File: src/rtl/line_table_sched_if.sv
// Write and read stream bundle for line_table_sched.
// slave = table side, master = pipeline/consumer side.
interface line_table_sched_if #(
    parameter int IDX_W = 3
);
    logic             wr_valid_in;
    logic             wr_ready_out;
    logic [41:0]      wr_line_in;
    logic             wr_last_in;
    logic             out_valid_out;
    logic             out_ready_in;
    logic [41:0]      out_line_out;
    logic [IDX_W-1:0] out_idx_out;
    logic             out_last_out;

    modport master (
        output wr_valid_in, wr_line_in, wr_last_in, out_ready_in,
        input  wr_ready_out, out_valid_out, out_line_out,
        input  out_idx_out, out_last_out
    );

    modport slave (
        input  wr_valid_in, wr_line_in, wr_last_in, out_ready_in,
        output wr_ready_out, out_valid_out, out_line_out,
        output out_idx_out, out_last_out
    );
endinterface

File: src/rtl/line_table_sched.sv
// Double-banked line segment table: batches fill the shadow bank,
// frame_start commits it and streams the active bank. Option: LINE_NORMALIZE_EN.
module line_table_sched #(
    parameter int MAX_LINES = 8,
    parameter int IDX_W     = $clog2(MAX_LINES),
    parameter int CNT_W     = $clog2(MAX_LINES) + 1
) (
    input  logic             clk_in,
    input  logic             rst_in,
    input  logic             frame_start_in,
    line_table_sched_if.slave bus,
    output logic             frame_done_out,
    output logic [CNT_W-1:0] active_count_out,
    output logic             overflow_out,
    output logic             overrun_out
);
    typedef enum logic [1:0] {
        S_IDLE, S_COMMIT, S_STREAM, S_DONE
    } state_t;

    state_t           r_state;
    state_t           w_next;
    logic             r_bank_sel;
    logic             r_pending;
    logic             r_overflow;
    logic             r_overrun;
    logic [CNT_W-1:0] r_wr_ptr;
    logic [CNT_W-1:0] r_active_cnt;
    logic [IDX_W-1:0] r_rd_idx;
    logic [41:0]      r_mem [2*MAX_LINES];

    logic             w_wr_ready;
    logic             w_wr_acc;
    logic             w_wr_store;
    logic             w_out_valid;
    logic             w_out_acc;
    logic             w_last;
    logic             w_empty;
    logic             w_commit;
    logic [41:0]      w_wr_line;

`ifdef LINE_NORMALIZE_EN
    // Orders endpoints so x1<=x2, breaking x ties on y.
    function automatic logic [41:0] norm(input logic [41:0] l);
        logic [10:0] x1, x2;
        logic [9:0]  y1, y2;
        {x1, y1, x2, y2} = l;
        if (x1 > x2 || (x1 == x2 && y1 > y2))
            norm = {x2, y2, x1, y1};
        else
            norm = l;
    endfunction
    assign w_wr_line = norm(bus.wr_line_in);
`else
    assign w_wr_line = bus.wr_line_in;
`endif

    // Ready is held low while in reset, independent of register state.
    assign w_wr_ready = rst_in && !r_pending;
    assign w_wr_acc   = bus.wr_valid_in && w_wr_ready;
    assign w_wr_store = w_wr_acc && (r_wr_ptr < CNT_W'(MAX_LINES));
    assign w_empty    = (r_active_cnt == '0);
    assign w_last     = ({1'b0, r_rd_idx} == r_active_cnt - CNT_W'(1));
    assign w_out_acc  = w_out_valid && bus.out_ready_in;

    assign bus.wr_ready_out  = w_wr_ready;
    assign bus.out_valid_out = w_out_valid;
    assign bus.out_idx_out   = w_out_valid ? r_rd_idx : '0;
    assign bus.out_last_out  = w_out_valid && w_last;
    assign bus.out_line_out  = w_out_valid ? r_mem[{r_bank_sel, r_rd_idx}] : '0;
    assign active_count_out  = r_active_cnt;
    assign overflow_out      = r_overflow;
    assign overrun_out       = r_overrun;

    // Frame sequencing state register.
    always_ff @(posedge clk_in or negedge rst_in) begin
        if (!rst_in) r_state <= S_IDLE;
        else         r_state <= w_next;
    end

    // Next state plus per-state strobes.
    always_comb begin
        w_next         = r_state;
        w_out_valid    = 1'b0;
        frame_done_out = 1'b0;
        w_commit       = 1'b0;
        unique case (r_state)
            S_IDLE: begin
                if (frame_start_in)
                    w_next = r_pending ? S_COMMIT : S_STREAM;
            end
            S_COMMIT: begin
                w_commit = 1'b1;
                w_next   = S_STREAM;
            end
            S_STREAM: begin
                if (w_empty) begin
                    w_next = S_DONE;
                end else begin
                    w_out_valid = 1'b1;
                    if (bus.out_ready_in && w_last)
                        w_next = S_DONE;
                end
            end
            S_DONE: begin
                frame_done_out = 1'b1;
                w_next         = S_IDLE;
            end
            default: w_next = S_IDLE;
        endcase
    end

    // Batch bookkeeping and bank swap at commit.
    always_ff @(posedge clk_in or negedge rst_in) begin
        if (!rst_in) begin
            r_bank_sel   <= 1'b0;
            r_pending    <= 1'b0;
            r_overflow   <= 1'b0;
            r_wr_ptr     <= '0;
            r_active_cnt <= '0;
        end else if (w_commit) begin
            r_bank_sel   <= ~r_bank_sel;
            r_active_cnt <= r_wr_ptr;
            r_wr_ptr     <= '0;
            r_pending    <= 1'b0;
        end else if (w_wr_acc) begin
            if (w_wr_store) r_wr_ptr   <= r_wr_ptr + CNT_W'(1);
            else            r_overflow <= 1'b1;
            if (bus.wr_last_in) r_pending <= 1'b1;
        end
    end

    // Read index walks the active bank during a stream.
    always_ff @(posedge clk_in or negedge rst_in) begin
        if (!rst_in)                    r_rd_idx <= '0;
        else if (r_state != S_STREAM)   r_rd_idx <= '0;
        else if (w_out_acc && !w_last)  r_rd_idx <= r_rd_idx + IDX_W'(1);
    end

    // Frame start outside IDLE is recorded but otherwise ignored.
    always_ff @(posedge clk_in or negedge rst_in) begin
        if (!rst_in)
            r_overrun <= 1'b0;
        else if (frame_start_in && r_state != S_IDLE)
            r_overrun <= 1'b1;
    end

    // Segment storage; writes always target the shadow bank.
    always_ff @(posedge clk_in) begin
        if (w_wr_store)
            r_mem[{~r_bank_sel, r_wr_ptr[IDX_W-1:0]}] <= w_wr_line;
    end
endmodule

File: src/flat_wrapper.sv
// flat-port wrapper written by rule: the top's interface ports become plain ports
module line_table_sched_flat 
#(
    parameter int MAX_LINES = 8,
    parameter int IDX_W     = $clog2(MAX_LINES),
    parameter int CNT_W     = $clog2(MAX_LINES) + 1
)
  (clk_in, rst_in, frame_start_in, frame_done_out, active_count_out, overflow_out, overrun_out, bus_wr_valid_in, bus_wr_line_in, bus_wr_last_in, bus_out_ready_in, bus_wr_ready_out, bus_out_valid_out, bus_out_line_out, bus_out_idx_out, bus_out_last_out);
  line_table_sched_if #(.IDX_W(IDX_W)) bus_i ();
  input  logic clk_in;
  input  logic rst_in;
  input  logic frame_start_in;
  output logic frame_done_out;
  output logic [CNT_W-1:0] active_count_out;
  output logic overflow_out;
  output logic overrun_out;
  input wire logic [$bits(bus_i.wr_valid_in)-1:0] bus_wr_valid_in;
  input wire logic [$bits(bus_i.wr_line_in)-1:0] bus_wr_line_in;
  input wire logic [$bits(bus_i.wr_last_in)-1:0] bus_wr_last_in;
  input wire logic [$bits(bus_i.out_ready_in)-1:0] bus_out_ready_in;
  output wire logic [$bits(bus_i.wr_ready_out)-1:0] bus_wr_ready_out;
  output wire logic [$bits(bus_i.out_valid_out)-1:0] bus_out_valid_out;
  output wire logic [$bits(bus_i.out_line_out)-1:0] bus_out_line_out;
  output wire logic [$bits(bus_i.out_idx_out)-1:0] bus_out_idx_out;
  output wire logic [$bits(bus_i.out_last_out)-1:0] bus_out_last_out;
  assign bus_i.wr_valid_in = bus_wr_valid_in;
  assign bus_i.wr_line_in = bus_wr_line_in;
  assign bus_i.wr_last_in = bus_wr_last_in;
  assign bus_i.out_ready_in = bus_out_ready_in;
  assign bus_wr_ready_out = bus_i.wr_ready_out;
  assign bus_out_valid_out = bus_i.out_valid_out;
  assign bus_out_line_out = bus_i.out_line_out;
  assign bus_out_idx_out = bus_i.out_idx_out;
  assign bus_out_last_out = bus_i.out_last_out;
  line_table_sched #(.MAX_LINES(MAX_LINES), .IDX_W(IDX_W), .CNT_W(CNT_W)) u_core (.clk_in(clk_in), .rst_in(rst_in), .frame_start_in(frame_start_in), .bus(bus_i), .frame_done_out(frame_done_out), .active_count_out(active_count_out), .overflow_out(overflow_out), .overrun_out(overrun_out));
endmodule
File: config.mk
export PLATFORM = sky130hd
export DESIGN_NAME = line_table_sched_flat
export DESIGN_NICKNAME = d
export VERILOG_FILES = /design/src/rtl/line_table_sched_if.sv /design/src/rtl/line_table_sched.sv /design/src/flat_wrapper.sv
export SDC_FILE = /design/constraint.sdc
export NUM_CORES = 1
export LEC_CHECK = 0
export ABC_CLOCK_PERIOD_IN_PS = 6300
export BUFFER_PORTS_ARGS = -buffer_cell sky130_fd_sc_hd__buf_2
export CORE_ASPECT_RATIO = 1.2
export CORE_MARGIN = 5
export CORE_UTILIZATION = 31
export CTS_CLUSTER_SIZE = 24
export DETAILED_ROUTE_END_ITERATION = 7
export GPL_TIMING_DRIVEN = 0
export PLACE_DENSITY = 0.45
export RECOVER_POWER = 50
export SLEW_MARGIN = 25
export SYNTH_ARGS = -nofsm -noshare
export SYNTH_HDL_FRONTEND = slang
export SYNTH_SLANG_ARGS = --single-unit
File: constraint.sdc
create_clock -name clk_in -period 6.3 [get_ports clk_in]
set_input_delay 1.26 -clock clk_in [delete_from_list [all_inputs] [get_ports clk_in]]
set_output_delay 1.26 -clock clk_in [all_outputs]
set_load 0.02 [all_outputs]
==> results.py, run 1 <==
metrics = {
    "global_route": {
        "grt-ovfl-total": 0,
        "grtUsageTotal_pct": 14.9,
        "antenna_found_initial": 3,
        "grt_pass1_vias": 13300,
        "grt_max_degree": 21,
        "grt_pass1_wl_um": 98200,
    },
    "power": {
        "power_frac_clock_pct": 35.8,
        "p_leak_nw": 9.85,
        "power-per-cell-area_nw_per_um2": 351,
        "p_switching_mw": 2.83,
        "ir_worst_vdd_mv": 0.188,
        "swShare_pct": 25.4,
        "p_int_mw": 8.32,
        "power.total_mw": 11.2,
        "comb_power_share_pct": 17.2,
        "power_frac_seq_pct": 47.0,
    },
    "floorplan": {
        "rows": 117,
        "die_w_um": 277,
        "fp.dieH_um": 331,
        "ios": 103,
        "die_area_um2": 91600,
        "core_um2": 84900,
        "initial_utilization_pct": 31.3,
    },
    "route": {
        "drc": 0,
        "vias": 12200,
        "wirelength_um": 67900,
        "first_pass_iters": 6,
        "drtAntennaViolNets": 0,
        "drt_first_iter_violations": 1008,
        "avgViaCountPerCell": 4.83,
        "wire_per_inst_um": 26.9,
    },
    "synth": {
        "synthCells": 1100,
        "synth_common_cells": "edfxtp_1, mux4_2, and2_1",
        "ys_ff_latch": 689,
        "ys_seq_area_share_pct": 77.6,
        "synth_enable_flop_cells": 672,
        "synth_area_um2": 26500,
        "synth.area.top_cells": "edfxtp_1, mux4_2, dfrtp_1, and2_1, ha_1",
        "synth-async-reset-ratio_pct": 2.47,
        "synth_top_area_share_pct": 76.0,
        "yosysMostFrequentCell": "edfxtp_1",
        "synthDistinctLibCells": 36,
        "avgSynthCellArea_um2": 24.1,
        "synth.net_count": 1159,
        "yosys_warnings": 0,
        "synth_ff_type": "edfxtp_1",
        "netlist.top_cell.by_area": "edfxtp_1",
    },
    "placement": {
        "port_buffers": 102,
        "dpl_cell_area_um2": 29700,
        "dp_cells": 2400,
        "dpl.hpwl_um": 44800,
        "place_congestion": 0.693,
        "dpl_worst_slack_ns": 1.60,
    },
    "setup_path": {
        "worstSetupStartpointType": "flip-flop",
        "endpoint": "bus_out_line_out[29]",
        "worstPathRequired_ns": 5.04,
        "cp_max_fo": 10,
        "rrSetupSlack_ns": 2.94,
        "startpoint": "u_core.r_rd_idx[1]$_DFFE_PN0P_",
        "cp.arrival_ns": 4.14,
        "reg2reg_depth": 7,
        "regToRegEndpoint": "u_core.r_mem[10][5]$_DFFE_PP_",
        "cp-end-kind": "output port",
        "r2r-start": "u_core.r_pending$_DFFE_PN0P_",
        "crit_type": "reg -> out",
    },
    "finish": {
        "drive_gt1_share_pct": 33.2,
        "multiInputGateArea_um2": 5690,
        "stdcell_count": 2524,
        "antenna_cells_inserted": 0,
        "fin_area_um2": 31700,
        "n_fill_cell": 7754,
        "nets": 1402,
        "area_growth_pct": 19.5,
        "seqCellArea_um2": 20600,
    },
    "sta": {
        "rsz0062_at_grt": "no",
        "final_hold_viol_count": 0,
        "setup_viol_count_final": 0,
        "hold_ws_ns": 0.468,
        "final.period_utilization_pct": 85.7,
        "max_slew_margin_pct": 30.9,
        "worst_slew_pin_slew_ns": 1.04,
        "drv_slew": 0,
        "fmax_mhz": 185,
        "clock_skew_ns": 0.0362,
        "setup_ws_ns": 0.900,
        "period_minus_slack_ns": 5.40,
    },
    "cts": {
        "cts_tree": "done",
        "post_cts_resized": 0,
        "cts_root_buf": "clkbuf_16",
        "clock_latency_ns": 0.62,
        "post_cts_buffers": 0,
        "ctsHoldBuffers": 0,
        "ctsHtreeMaxLevel": 3,
        "numCtsBuffers": 71,
        "clock_sinks": 689,
        "clock_path_buffers": 3,
        "clkSlewWorstSetupHoldPaths_ns": 0.07,
    },
    "min_path": {
        "min_path_type": "reg -> reg",
    },
    "outcome": {
        "status": "complete, no violations",
    },
    "flow_run": {
        "maxCapViolCount": 0,
    },
}
[worst max-delay path: stages, from the launching register on]
cell and delay (ns):
dfrtp_1 0.36, buf_2 0.31, clkbuf_1 0.72, buf_1 0.82
mux4_2 0.43, mux4_2 0.54, and2_1 0.18, buf_2 0.15
[power by group through the flow]
stage	Combinational (mW)	Sequential, mW	Clock (mW)
final	1.91	5.24	4.00
after global placement	1.90	5.36	0
after CTS	2.00	5.24	4.11
after detailed placement	2.00	5.34	0
after floorplan	1.26	5.34	0
after global routing	2.08	5.25	4.31
[per-stage QoR]
stage	utilization (%)	setup TNS, ns
3_3_place_gp	33.5	-1474.75
3_5_place_dp	34.9	0
2_1_floorplan	-	0
5_1_grt	37.4	0
4_1_cts	37.5	0
6_report	37.4	0
[layout by cell type (no fill, tap or decap), types with 3 or more instances in the layout]
cell and count:
dfrtp_1 17, nand2b_1 3, clkinv_2 9, xor2_1 5, buf_6 13, mux2i_1 4
nor3_1 4, nor2_4 9, nand2_1 13, buf_4 32, nor3_2 4, clkinv_1 13
buf_2 63, clkbuf_16 74, clkbuf_1 93, inv_1 9, or2_1 3, bufinv_16 3
buf_16 18, buf_1 6, and2_1 45, buf_12 15, o21ai_0 4, nor2_1 10
mux4_2 210, edfxtp_1 672, ha_1 11, clkbuf_2 5
[metal layers]
metal  global-route usage (%)  part of all wire [%]
met3                     2.50                   4.2
met2                     25.6                    51
met4                     3.71                   1.5
met1                     20.0                    44
met5                        0                 0.040
[sequential cells by signal (all words and copies together), names as in the netlist]
register	flops
u_core.r_bank_sel	1
u_core.overflow_out	1
u_core.r_state	2
u_core.active_count_out	4
u_core.r_wr_ptr	4
u_core.r_rd_idx	3
u_core.r_mem	672
u_core.r_pending	1
u_core.overrun_out	1
[layout make-up]
cell class,count,share of cell area (%)
buffer,56,0.962
clock buffer,93,6.06
clock inverter,31,0.761
inverter,10,0.118
multi-input combinational,345,17.9
sequential,689,64.9
tap,1130,4.46
timing repair buffer,170,4.78
[kinds of logic (layout without fill, tap and decap cells)]
family | after synthesis | count (layout) | synth area share, %
XOR/XNOR | 6 | 6 | 0.198
AND/OR/NAND/NOR | 101 | 101 | 2.08
flip-flops | 689 | 689 | 77.6
AO/OA/AOI/OAI | 12 | 12 | 0.297
buffers and inverters | 66 | 360 | 1.27
multiplexers | 215 | 215 | 18.0
adder cells (fa/ha/maj) | 11 | 11 | 0.518
[worst min-delay path by stage]
stage,slack [ns],depth (start not counted),startpoint,to
after floorplan,0.49,2,u_core.r_wr_ptr[3]$_DFFE_PN0P_,u_core.active_count_out[3]$_DFFE_PN0P_
after global placement,0.44,1,u_core.overrun_out$_DFFE_PN0P_,u_core.overrun_out$_DFFE_PN0P_
after detailed placement,0.45,1,u_core.overflow_out$_DFFE_PN0P_,u_core.overflow_out$_DFFE_PN0P_
after CTS,0.47,1,u_core.overflow_out$_DFFE_PN0P_,u_core.overflow_out$_DFFE_PN0P_
after global routing,0.50,1,u_core.overflow_out$_DFFE_PN0P_,u_core.overflow_out$_DFFE_PN0P_
final,0.47,1,u_core.overflow_out$_DFFE_PN0P_,u_core.overflow_out$_DFFE_PN0P_
(Power assumes the default switching activity.)
==> run 2, diff against run 1 <==
--- a/config.mk
+++ b/config.mk
@@ -7,15 +7,15 @@
 export LEC_CHECK = 0
 export ABC_CLOCK_PERIOD_IN_PS = 6300
 export BUFFER_PORTS_ARGS = -buffer_cell sky130_fd_sc_hd__buf_2
-export CORE_ASPECT_RATIO = 1.2
+export CORE_ASPECT_RATIO = 1.1
 export CORE_MARGIN = 5
 export CORE_UTILIZATION = 31
 export CTS_CLUSTER_SIZE = 24
 export DETAILED_ROUTE_END_ITERATION = 7
-export GPL_TIMING_DRIVEN = 0
 export PLACE_DENSITY = 0.45
 export RECOVER_POWER = 50
 export SLEW_MARGIN = 25
 export SYNTH_ARGS = -nofsm -noshare
 export SYNTH_HDL_FRONTEND = slang
 export SYNTH_SLANG_ARGS = --single-unit
+export TNS_END_PERCENT = 20
==> run 2 against run 1 <==
Net effect: combinational power down 12%; register-to-register slack worse by 0.46 ns; sequential share of layout area up 1.5 points; setup slack better by 0.15 ns; via count down 4.5%; largest cell class unchanged; clock skew down 0.022 ns; clock power up 8.2%; fmax up 2.8%; global-route usage down 1.1 points; final cell count down 2.8%; first-iteration DRC count down 13%; the run now ends with max-capacitance violations, max-slew violations left.
==> results.py, run 2 (synthesis results as in run 1) <==
metrics = {
    "global_route": {
        "antenna_found_initial": 5,
        "grt_max_degree": 65,
        "grt-ovfl-total": 0,
        "grt_pass1_wl_um": 91600,
        "grtUsageTotal_pct": 13.8,
        "grt_pass1_vias": 12800,
    },
    "finish": {
        "nets": 1316,
        "area_growth_pct": 16.9,
        "layout.cells.most_common_list": "edfxtp_1, mux4_2, clkbuf_16",
        "stdcell_count": 2454,
        "layout_commonest_cell": "edfxtp_1",
        "drive_gt1_share_pct": 32.1,
        "largest_register_ffs": 672,
        "fin_area_um2": 31000,
        "utilization_pct": 36.5,
    },
    "floorplan": {
        "fp.dieH_um": 317,
        "die_area_um2": 91600,
        "initial_utilization_pct": 31.3,
        "die_w_um": 289,
        "ios": 103,
        "rows": 112,
        "core_um2": 84900,
    },
    "cts": {
        "clock_path_buffers": 3,
        "clock_sinks": 689,
        "ctsHtreeMaxLevel": 3,
        "clock_latency_ns": 0.59,
        "ctsHoldBuffers": 0,
        "post_cts_buffers": 0,
        "cts_root_buf": "clkbuf_16",
        "cts_tree": "done",
        "clkSlewWorstSetupHoldPaths_ns": 0.06,
        "post_cts_resized": 0,
        "numCtsBuffers": 75,
    },
    "outcome": {
        "status": "finished with violations",
        "violations": "max-capacitance violations, max-slew violations",
    },
    "setup_path": {
        "crit_type": "reg -> out",
        "path_cells": "inv_1 > ha_1 > inv_1 > nor2_4 > clkbuf_1 > and2_1 > buf_2",
        "worstPathRequired_ns": 5.04,
        "cp.arrival_ns": 3.99,
        "cp_slowest_cell": "clkbuf_1",
        "cp_max_fo": 25,
        "cp-end-kind": "output port",
        "worstSetupStartpointType": "flip-flop",
        "rrSetupSlack_ns": 2.48,
        "worst_path_largest_cell_delay_ns": 1.22,
        "critPathMostFrequentCell": "inv_1",
    },
    "route": {
        "wirelength_um": 62600,
        "avgViaCountPerCell": 4.75,
        "wire_per_inst_um": 25.5,
        "drc": 0,
        "vias": 11600,
        "drtAntennaViolNets": 0,
        "drt_first_iter_violations": 880,
        "first_pass_iters": 6,
    },
    "sta": {
        "setup_viol_count_final": 0,
        "fmax_mhz": 190,
        "worst_slew_pin_slew_ns": 1.59,
        "finalSetupTns_ns": 0,
        "period_minus_slack_ns": 5.25,
        "drv_slew": 25,
        "rsz0062_at_grt": "no",
        "final.period_utilization_pct": 83.4,
        "clock_skew_ns": 0.0137,
        "final_hold_viol_count": 0,
        "max_slew_margin_pct": -5.98,
    },
    "min_path": {
        "min_path_type": "reg -> reg",
    },
    "power": {
        "comb_power_share_pct": 14.8,
        "power_frac_clock_pct": 38.0,
        "ir_worst_vdd_mv": 0.218,
        "power.total_mw": 11.4,
        "p_switching_mw": 2.80,
        "p_int_mw": 8.58,
        "power-per-cell-area_nw_per_um2": 367,
        "p_leak_nw": 9.49,
        "power_frac_seq_pct": 47.2,
        "swShare_pct": 24.6,
    },
    "placement": {
        "dp_cells": 2320,
        "dpl.hpwl_um": 35200,
        "dpl_cell_area_um2": 28700,
        "port_buffers": 102,
        "place_congestion": 0.712,
    },
    "flow_run": {
        "maxCapViolCount": 1,
    },
}
==> run 2: through the flow <==
stage          hold WS, ns  worst slack (ns)
2_1_floorplan        0.490             0.834
3_3_place_gp         0.444              1.57
3_5_place_dp         0.460              1.55
4_1_cts              0.473              1.40
5_1_grt              0.507             0.663
6_report             0.465              1.05
==> run 2: path summary, 6_finish.rpt <==
kind,start,to,cells after the start
max in group asynchronous,rst_in,u_core.r_bank_sel$_DFFE_PN0P_,1
hold reg to reg,u_core.overrun_out$_DFFE_PN0P_,u_core.overrun_out$_DFFE_PN0P_,1
setup / recovery,u_core.r_state[0]$_DFFE_PN0P_,bus_out_line_out[25],7
min in group asynchronous,rst_in,u_core.active_count_out[3]$_DFFE_PN0P_,1
hold / removal,u_core.overrun_out$_DFFE_PN0P_,u_core.overrun_out$_DFFE_PN0P_,1
setup reg to reg,u_core.r_pending$_DFFE_PN0P_,u_core.r_mem[13][41]$_DFFE_PP_,4
==> run 2: layer usage <==
metal  global-route usage (%)  wire [µm]  vias up
met3                     2.39       2670       78
met2                     23.2      31600      233
li1                         -          -     4998
met1                     18.8      27300     6338
met4                     3.38       1020        2
met5                        0         13        -
==> run 2: critical path: cells and delay by family, from the launching register on <==
family,cells,cell delay (ns)
and+or+nand+nor,2,1.01
DFF,1,0.43
buffers and inverters,4,1.68
adders and majority gates,1,0.27
==> run 2: power by group through the flow <==
stage / registers, mW / clock network [mW] / logic [mW]
detailed placement: 5.48 / 0 / 1.75
global placement: 5.48 / 0 / 1.75
CTS: 5.39 / 4.46 / 1.76
finish: 5.38 / 4.33 / 1.68
global route: 5.41 / 4.66 / 1.83
floorplan: 5.34 / 0 / 1.26
==> run 2: final cells by class <==
cell class                 instances  area, µm²
sequential                       689      20600
clock inverter                    41        410
inverter                          10       37.5
antenna                            1       2.50
fill                            7821      53900
clock buffer                      92       2000
multi-input combinational        345       5710
timing repair buffer             136        811
tap                             1140       1430
